<file path="src/rtl/bram_burst_scheduler_pkg.sv">
// Shared definitions for the BRAM burst scheduler: FSM encoding and default widths.
package bram_burst_scheduler_pkg;

  localparam int unsigned DefaultAddrW = 16;

  localparam logic [1:0] StateIdle = 2'd0;
  localparam logic [1:0] StateLoad = 2'd1;
  localparam logic [1:0] StateRun  = 2'd2;
  localparam logic [1:0] StateDone = 2'd3;

  typedef enum logic [1:0] {
    StIdle = StateIdle,
    StLoad = StateLoad,
    StRun  = StateRun,
    StDone = StateDone
  } state_e;

endpackage

</file>
<file path="src/rtl/axis_counter.sv">
// Generic loadable up-counter: start loads the base value, done once limit increments have occurred.
module axis_counter #(
  parameter int unsigned WIDTH = 16
) (
  input  logic             aclk,
  input  logic             aresetn,
  input  logic             counter_start,
  input  logic             counter_enable,
  input  logic [WIDTH-1:0] start_addr,
  input  logic [WIDTH-1:0] count_limit,
  output logic [WIDTH-1:0] counter,
  output logic             counter_done
);

  logic [WIDTH-1:0] count_q, count_d;
  logic [WIDTH-1:0] steps_q, steps_d;
  logic [WIDTH-1:0] limit_q, limit_d;

  always_comb begin
    count_d = count_q;
    steps_d = steps_q;
    limit_d = limit_q;
    if (counter_start) begin
      count_d = start_addr;
      steps_d = '0;
      limit_d = count_limit;
    end else if (counter_enable) begin
      count_d = count_q + WIDTH'(1);
      steps_d = steps_q + WIDTH'(1);
    end
  end

  always_ff @(posedge aclk) begin
    if (!aresetn) begin
      count_q <= '0;
      steps_q <= '0;
      limit_q <= '0;
    end else begin
      count_q <= count_d;
      steps_q <= steps_d;
      limit_q <= limit_d;
    end
  end

  assign counter      = count_q;
  assign counter_done = (steps_q == limit_q);

endmodule

</file>
<file path="src/rtl/bram_burst_scheduler.sv">
// Round-robin arbiter that hands one shared BRAM address counter to one burst requester at a time.
module bram_burst_scheduler
  import bram_burst_scheduler_pkg::*;
#(
  parameter int unsigned NUM_REQ = 3,
  parameter int unsigned ADDR_W  = DefaultAddrW,
  localparam int unsigned IdW    = (NUM_REQ > 1) ? $clog2(NUM_REQ) : 1
) (
  input  logic                      aclk,
  input  logic                      aresetn,
  input  logic [NUM_REQ-1:0]        req_valid,
  output logic [NUM_REQ-1:0]        req_ready,
  input  logic [NUM_REQ*ADDR_W-1:0] req_start_addr,
  input  logic [NUM_REQ*ADDR_W-1:0] req_len,
  input  logic                      stall,
  output logic                      bram_en,
  output logic [ADDR_W-1:0]         bram_addr,
  output logic                      burst_last,
  output logic [IdW-1:0]            grant_id,
  output logic [NUM_REQ-1:0]        req_done,
  output logic                      busy
);

  state_e             state_q, state_d;
  logic [IdW-1:0]     grant_q, grant_d;
  logic [IdW-1:0]     rr_ptr_q, rr_ptr_d;
  logic [ADDR_W-1:0]  start_q, start_d;
  logic [ADDR_W-1:0]  len_q, len_d;
  logic [ADDR_W-1:0]  issued_q, issued_d;
  logic [IdW-1:0]     winner;
  logic [ADDR_W-1:0]  sel_start, sel_len;
  logic               counter_start, counter_enable, counter_done;
  logic [ADDR_W-1:0]  counter;

  // First valid index at or after ptr; otherwise the lowest valid index (wrap-around).
  function automatic logic [IdW-1:0] rr_pick(input logic [NUM_REQ-1:0] valid,
                                             input logic [IdW-1:0]     ptr);
    logic [IdW-1:0] any_pick;
    logic [IdW-1:0] hi_pick;
    logic           hi_found;
    any_pick = '0;
    hi_pick  = '0;
    hi_found = 1'b0;
    for (int i = int'(NUM_REQ) - 1; i >= 0; i--) begin
      if (valid[i]) begin
        any_pick = IdW'(i);
        if (i >= int'(ptr)) begin
          hi_pick  = IdW'(i);
          hi_found = 1'b1;
        end
      end
    end
    return hi_found ? hi_pick : any_pick;
  endfunction

  always_comb begin
    winner    = rr_pick(req_valid, rr_ptr_q);
    sel_start = '0;
    sel_len   = '0;
    for (int i = 0; i < int'(NUM_REQ); i++) begin
      if (winner == IdW'(i)) begin
        sel_start = req_start_addr[i*ADDR_W +: ADDR_W];
        sel_len   = req_len[i*ADDR_W +: ADDR_W];
      end
    end
  end

  always_comb begin
    state_d       = state_q;
    grant_d       = grant_q;
    rr_ptr_d      = rr_ptr_q;
    start_d       = start_q;
    len_d         = len_q;
    issued_d      = issued_q;
    req_ready     = '0;
    req_done      = '0;
    counter_start = 1'b0;
    bram_en       = 1'b0;
    burst_last    = 1'b0;
    unique case (state_q)
      StIdle: begin
        if (|req_valid) begin
          req_ready = NUM_REQ'(1) << winner;
          grant_d   = winner;
          start_d   = sel_start;
          len_d     = sel_len;
          state_d   = StLoad;
        end
      end
      StLoad: begin
        counter_start = 1'b1;
        issued_d      = '0;
        state_d       = (len_q != '0) ? StRun : StDone;
      end
      StRun: begin
        bram_en = !stall && !counter_done;
        if (bram_en) begin
          issued_d = issued_q + ADDR_W'(1);
          // Own word count keeps burst_last independent of the counter's done timing.
          if (issued_q == len_q - ADDR_W'(1)) begin
            burst_last = 1'b1;
            state_d    = StDone;
          end
        end
      end
      StDone: begin
        req_done = NUM_REQ'(1) << grant_q;
        rr_ptr_d = (grant_q == IdW'(NUM_REQ - 1)) ? '0 : grant_q + IdW'(1);
        state_d  = StIdle;
      end
      default: state_d = StIdle;
    endcase
  end

  assign counter_enable = bram_en;

  always_ff @(posedge aclk) begin
    if (!aresetn) begin
      state_q  <= StIdle;
      grant_q  <= '0;
      rr_ptr_q <= '0;
      start_q  <= '0;
      len_q    <= '0;
      issued_q <= '0;
    end else begin
      state_q  <= state_d;
      grant_q  <= grant_d;
      rr_ptr_q <= rr_ptr_d;
      start_q  <= start_d;
      len_q    <= len_d;
      issued_q <= issued_d;
    end
  end

  axis_counter #(
    .WIDTH (ADDR_W)
  ) u_addr_counter (
    .aclk           (aclk),
    .aresetn        (aresetn),
    .counter_start  (counter_start),
    .counter_enable (counter_enable),
    .start_addr     (start_q),
    .count_limit    (len_q),
    .counter        (counter),
    .counter_done   (counter_done)
  );

  assign bram_addr = counter;
  assign grant_id  = grant_q;
  assign busy      = (state_q != StIdle);

endmodule

</file>
<file path="config.mk">
export PLATFORM = sky130hd
export DESIGN_NAME = bram_burst_scheduler
export DESIGN_NICKNAME = d
export VERILOG_FILES = /design/src/rtl/bram_burst_scheduler_pkg.sv /design/src/rtl/axis_counter.sv /design/src/rtl/bram_burst_scheduler.sv
export SDC_FILE = /design/constraint.sdc
export NUM_CORES = 1
export LEC_CHECK = 0
export BUFFER_PORTS_ARGS = -buffer_cell sky130_fd_sc_hd__buf_2
export CORE_ASPECT_RATIO = 1.2
export CORE_UTILIZATION = 33
export DETAILED_ROUTE_END_ITERATION = 10
export GPL_TIMING_DRIVEN = 0
export SETUP_SLACK_MARGIN = 0.4
export SYNTH_ARGS = -nofsm -noshare
export SYNTH_HDL_FRONTEND = slang
export SYNTH_SLANG_ARGS = --single-unit
</file>
<file path="constraint.sdc">
create_clock -name aclk -period 2.4 [get_ports aclk]
set_clock_uncertainty 0.1 [all_clocks]
set_input_delay 0.48 -clock aclk [delete_from_list [all_inputs] [get_ports aclk]]
set_output_delay 0.48 -clock aclk [all_outputs]
set_load 0.02 [all_outputs]
</file>
After elaboration in Yosys (flattened, before gate mapping)
Cells that the tools add are included.
- bits in registers: 102
- output and inout port bits: 27
- word-level logic and storage cells: 85
- add/sub/neg operators: 5
- order comparisons: 3
- equality and inequality tests: 11
- shift operators: 2
- multiplexer cells: 40
- bitwise gates (word level): 1
- reduce and logical (&&, ||, !) cells: 14
- operators with widths (operator ; number):
    $mux 16 ; 9
    $add 16x1->16 const B ; 3
    $eq 16x16->1 ; 2
    $pmux 16 s2 ; 1
    $mux 2 ; 14
    $reduce_bool 16->1 ; 1
    $sub 16x1->16 const B ; 1
    $mux 1 ; 12
    $mux 3 ; 3
    $eq 2x2->1 const B ; 4
    $pmux 2 s4 ; 1
    $ne 2x2->1 const B ; 3
    $reduce_bool 2->1 ; 3
    $shl 1x2->3 const A ; 2
    $eq 2x1->1 const B ; 2
    $ge 1x2->1 const A ; 2
    $logic_not 2->1 ; 2
    $reduce_and 2->1 ; 2
    $reduce_and 3->1 ; 1
    $reduce_or 3->1 ; 1
    $add 2x1->2 const B ; 1
    $ge 2x2->1 const A ; 1
    $logic_not 1->1 ; 2
    $reduce_or 2->1 ; 1
    2 further kinds ; 2

Depth between registers and ports, before layout
- depth in word-level cells: 12
- gate-level depth with buffers: 12

By module
A second synthesis with hierarchy kept.
- cell total of the unflattened synthesis: 695
- area, all modules: 5841.9 um2
- by module, submodules not included (module ; instances ; cells each ; area each (um2) ; seq. area each (um2)):
    bram_burst_scheduler ; 1 ; 443 ; 3547.2 ; 1081.0
    axis_counter ; 1 ; 252 ; 2294.7 ; 960.9

Least setup slack after synthesis
OpenSTA, ideal clock, no wires.
- path kind: register to output
- start: register len_q[0]
- end: output port burst_last
- arrival time: 2035 ps
- data required time: 1820 ps
- setup slack: -215 ps
- cell stages (with the launch flop): 12
- buffers on the path: 1
- cell sequence: dfxtp_1 > clkbuf_1 > inv_1 > ha_1 > xor2_1 > o211ai_1 > a211o_1 > a21oi_1 > nand4_1 > nor2_1 > nand3_1 > nor2_1
- cells in the longest elaborated chain, start to end: 5
- ends and longest elaborated chain (item ; RTL line ; RTL):
    start, declared ; bram_burst_scheduler.sv:28 ; logic [ADDR_W-1:0] len_q, len_d;
    start signal, assigned ; bram_burst_scheduler.sv:130 ; len_q <= len_d;
    $sub 16x1->16 ; bram_burst_scheduler.sv:100 ; if (issued_q == len_q - ADDR_W'(1)) begin
    $eq 16x16->1 ; bram_burst_scheduler.sv:100 ;
    $mux 1 ; bram_burst_scheduler.sv:100 ;
    $mux 1 ; bram_burst_scheduler.sv:97 ; if (bram_en) begin
    $mux 1 ; bram_burst_scheduler.sv:80 ; unique case (state_q)
    end, declared ; bram_burst_scheduler.sv:18 ; output logic burst_last,
Every way passes these cells.

Final worst setup path
Same ends and word-level chain as after synthesis.

==> results by group <==
Status
  – Outcome: finished, violations left
  – Failing checks: negative setup slack

Synth
  – Post-synth EDFFs: 0
  – Xor and xnor area share after synthesis: about a tenth
  – Largest family of logic cells by synthesized area: simple AND/OR/NAND/NOR gates
  – Synth async-reset ratio: 0%
  – Simple-gate portion of the synthesized area: 23.6%
  – Synth Net Count: 805
  – Post-Syn Area: slightly below 6000 um2
  – FF+latch count, synth: 102
  – Sequential area share after synthesis: 35.0%
  – Mux contribution to synthesized area: 9.98%
  – Post-Syn Instances: 695
  – Synth Area in Adders: 1.72%
  – Main synth FF type: dfxtp_1
  – Unique masters post-synth: 55
  – Synth top area share: 35.0%
  – Synth top area cells: dfxtp_1, mux2i_1, nor2b_1, xor2_1, a21oi_1
  – Yosys top cell by area: dfxtp_1
  – Mean area per synthesized cell: 8.38 um2
  – Yosys synthesis warning count: 0
  – Compound-gate portion of the synthesized area: 15.4%

Placed design
  – Final Wtd Congestion: 0.850
  – Pre-CTS setup slack: -0.550 ns
  – DP Area: 6870 um2
  – Final HPWL DP: 13.2 mm
  – Port bufs: roughly 130

STA
  – Max-slew violation count: 0
  – Worst setup margin: -0.652 ns
  – Setup TNS: -1.55 ns
  – Final hold violation count: 0
  – Setup violators final: 22
  – Max_slew headroom: 46.7%
  – Slew @ Worst Pin: 0.799 ns
  – RSZ-0062 raised after global routing: yes
  – Final period util: 127%
  – Fmax: 328 MHz
  – Final min period: 3.05 ns

Clock network
  – # H-tree levels: 3
  – CTS clk-pin slew, worst paths: 0.07 ns
  – Clk_lat worst skew: 0.36 ns
  – Hold buffers post-CTS: 0
  – # clock sinks: 102
  – CTS tree: built
  – TritonCTS buffer count: 9
  – Longest Clk Path Bufs: 2
  – Clock Tree Root: clkbuf_16

Setup path
  – Worst Path Arrival: 2.47 ns
  – CP Max Fanout: 6
  – CP required: 1.82 ns
  – Setup CP Type: reg -> out
  – CP endpoint kind: primary output
  – Startpoint types: flop
  – R2R depth: 12

Floorplan
  – Horizontal die dimension: 123 um
  – Initial Utilization: approximately 34%
  – Core box area: 17000 um2
  – Die H: roughly 150 um
  – Total die area: 18200 um2
  – IO Pins: 129
  – Rows: 52

Detailed routing
  – Number of remaining DRC errors: 0
  – Total wire length: 19.0 mm
  – Vias: around 5700
  – Detailed router's first-iteration violation count: 232
  – DR WL met3: 837 um
  – Top sig layer: met4
  – Post-DR vias/cell: 5.12
  – Detail Route Antenna Nets: 0
  – First-pass iteration count of the detailed router: 4
  – WL per Instance: 17.1 um
  – M1 WL: 7.88 mm
  – Metal2 WL: between 9 and 10 mm

Pwr
  – Static leakage: 3.47 nW
  – Pwr per Cell Area: 866 nW/um2
  – Overall power: ~7.4 mW
  – Maximum vdd drop: approximately 0.6 mV

Final layout
  – Nets: 1001
  – Layout cells sized above 1: 40.8%
  – Area delta synth->final: 47.1%
  – Final instance area: approximately 8600 um2
  – Fill cell count: roughly 1700
  – Antenna diodes: 0
  – Area of the multi-input gates: approximately 4100 um2
  – Seq. cell area: 2100 um2

Global route
  – Initial antenna violation count: 0
  – First-pass GRT wire length: 29.1 mm
  – Largest net degree at the start of global routing: 17
  – Total grt overflow: 0
  – Total Routing Usage GR: 20.9%
  – Number of global-route vias before repair: 5568

Run
  – Max-Cap Viols: 0

Worst hold path
  – Hold/Removal Path Class: reg -> reg
  – Hold Crit Depth: 2
-- Yosys cell counts, types with 9 or more instances --
cell type and number:
a211oi_1 34, a21oi_1 56, and2_1 9, and3_1 12, clkbuf_1 34, dfxtp_1 102, inv_1 14, mux2i_1 57
nand2_1 35, nand3_1 17, nand4_1 21, nor2_1 72, nor2b_1 52, nor3_1 10, o21ai_0 30, xnor2_1 31
xor2_1 33
-- timing repair --
item	in CTS	in global routing
setup buffers	35	19
gates resized for setup	160	85
endpoints found under the setup margin	86	81
cloned	3	1
hold endpoints to repair	0	0
pin swaps	76	35
-- final timing paths --
check	from	endpoint	slack (ns)
hold reg to reg	start_q[13]	start_q[13]	0.41
setup reg to reg	len_q[0]	state_q[1]	-0.10
hold / removal	start_q[13]	start_q[13]	0.41
setup / recovery	len_q[0]	burst_last	-0.65
-- layout by cell type, fill, tap and decap left out, types with 17 or more instances in the layout --
cell type	instances
mux2i_1	47
a211oi_1	21
dfxtp_1	72
xor2_1	33
buf_4	39
nor2_1	62
buf_2	123
nand4_1	21
dfxtp_2	23
nor2b_1	52
clkbuf_1	17
nand2_1	24
o21ai_0	19
a21oi_1	50
xnor2_1	20
buf_6	22
-- power breakdown --
| group | total, mW | switching, mW | internal, mW |
|---|---|---|---|
| Clock | 1.41 | 0.678 | 0.731 |
| Combinational | 3.63 | 1.91 | 1.72 |
| Sequential | 2.39 | 0.373 | 2.02 |
-- kinds of logic after synthesis --
logic type      count (synthesis)
fa+ha+maj                       8
compound gates                145
mux                            58
flops                         102
buf+inv                        60
xor+xnor                       64
simple gates                  258
-- area by class of cell --
class                           count  area share [%]
Inverter                           14           0.642
Buffer                             46            5.20
Timing Repair Buffer              185            15.1
Tap cell                          216            3.15
Multi-Input combinational cell    533            48.2
Sequential cell                   102            24.5
Clock inverter                      5           0.409
Clock buffer                       11            2.83
-- registers in the layout, indices dropped and copies added (netlist names) --
register and flops:
state_q 2, len_q 16, u_addr_counter.counter 16, rr_ptr_q 2, u_addr_counter.steps_q 16, grant_id 2, issued_q 16, u_addr_counter.limit_q 16
start_q 16
-- layer usage --
layer	vias up	global-route usage, %
met1	2651	25.0
met3	39	2.82
met2	155	36.2
li1	2843	-
met4	0	10.0
met5	-	0
-- critical path, stage by stage (launching register included) --
cell,delay (ns)
dfxtp_2,0.33
buf_8,0.11
inv_4,0.03
ha_4,0.15
buf_8,0.13
buf_6,0.12
buf_6,0.11
o21ai_2,0.10
a32o_2,0.14
o31a_1,0.21
nand4_1,0.12
nor2_2,0.16
nand3_2,0.11
nor2_4,0.15
buf_6,0.13
-- through the flow --
step | utilization (%) | hold slack, ns | instances
after floorplan | - | 0.368 | 695
after global placement | 40.3 | 0.388 | 1038
after detailed placement | 40.3 | 0.394 | 1038
after CTS | 47.5 | 0.404 | 1092
after global routing | 50.3 | 0.416 | 1112
final | 50.3 | 0.411 | 1112
(Power assumes the default switching activity.)
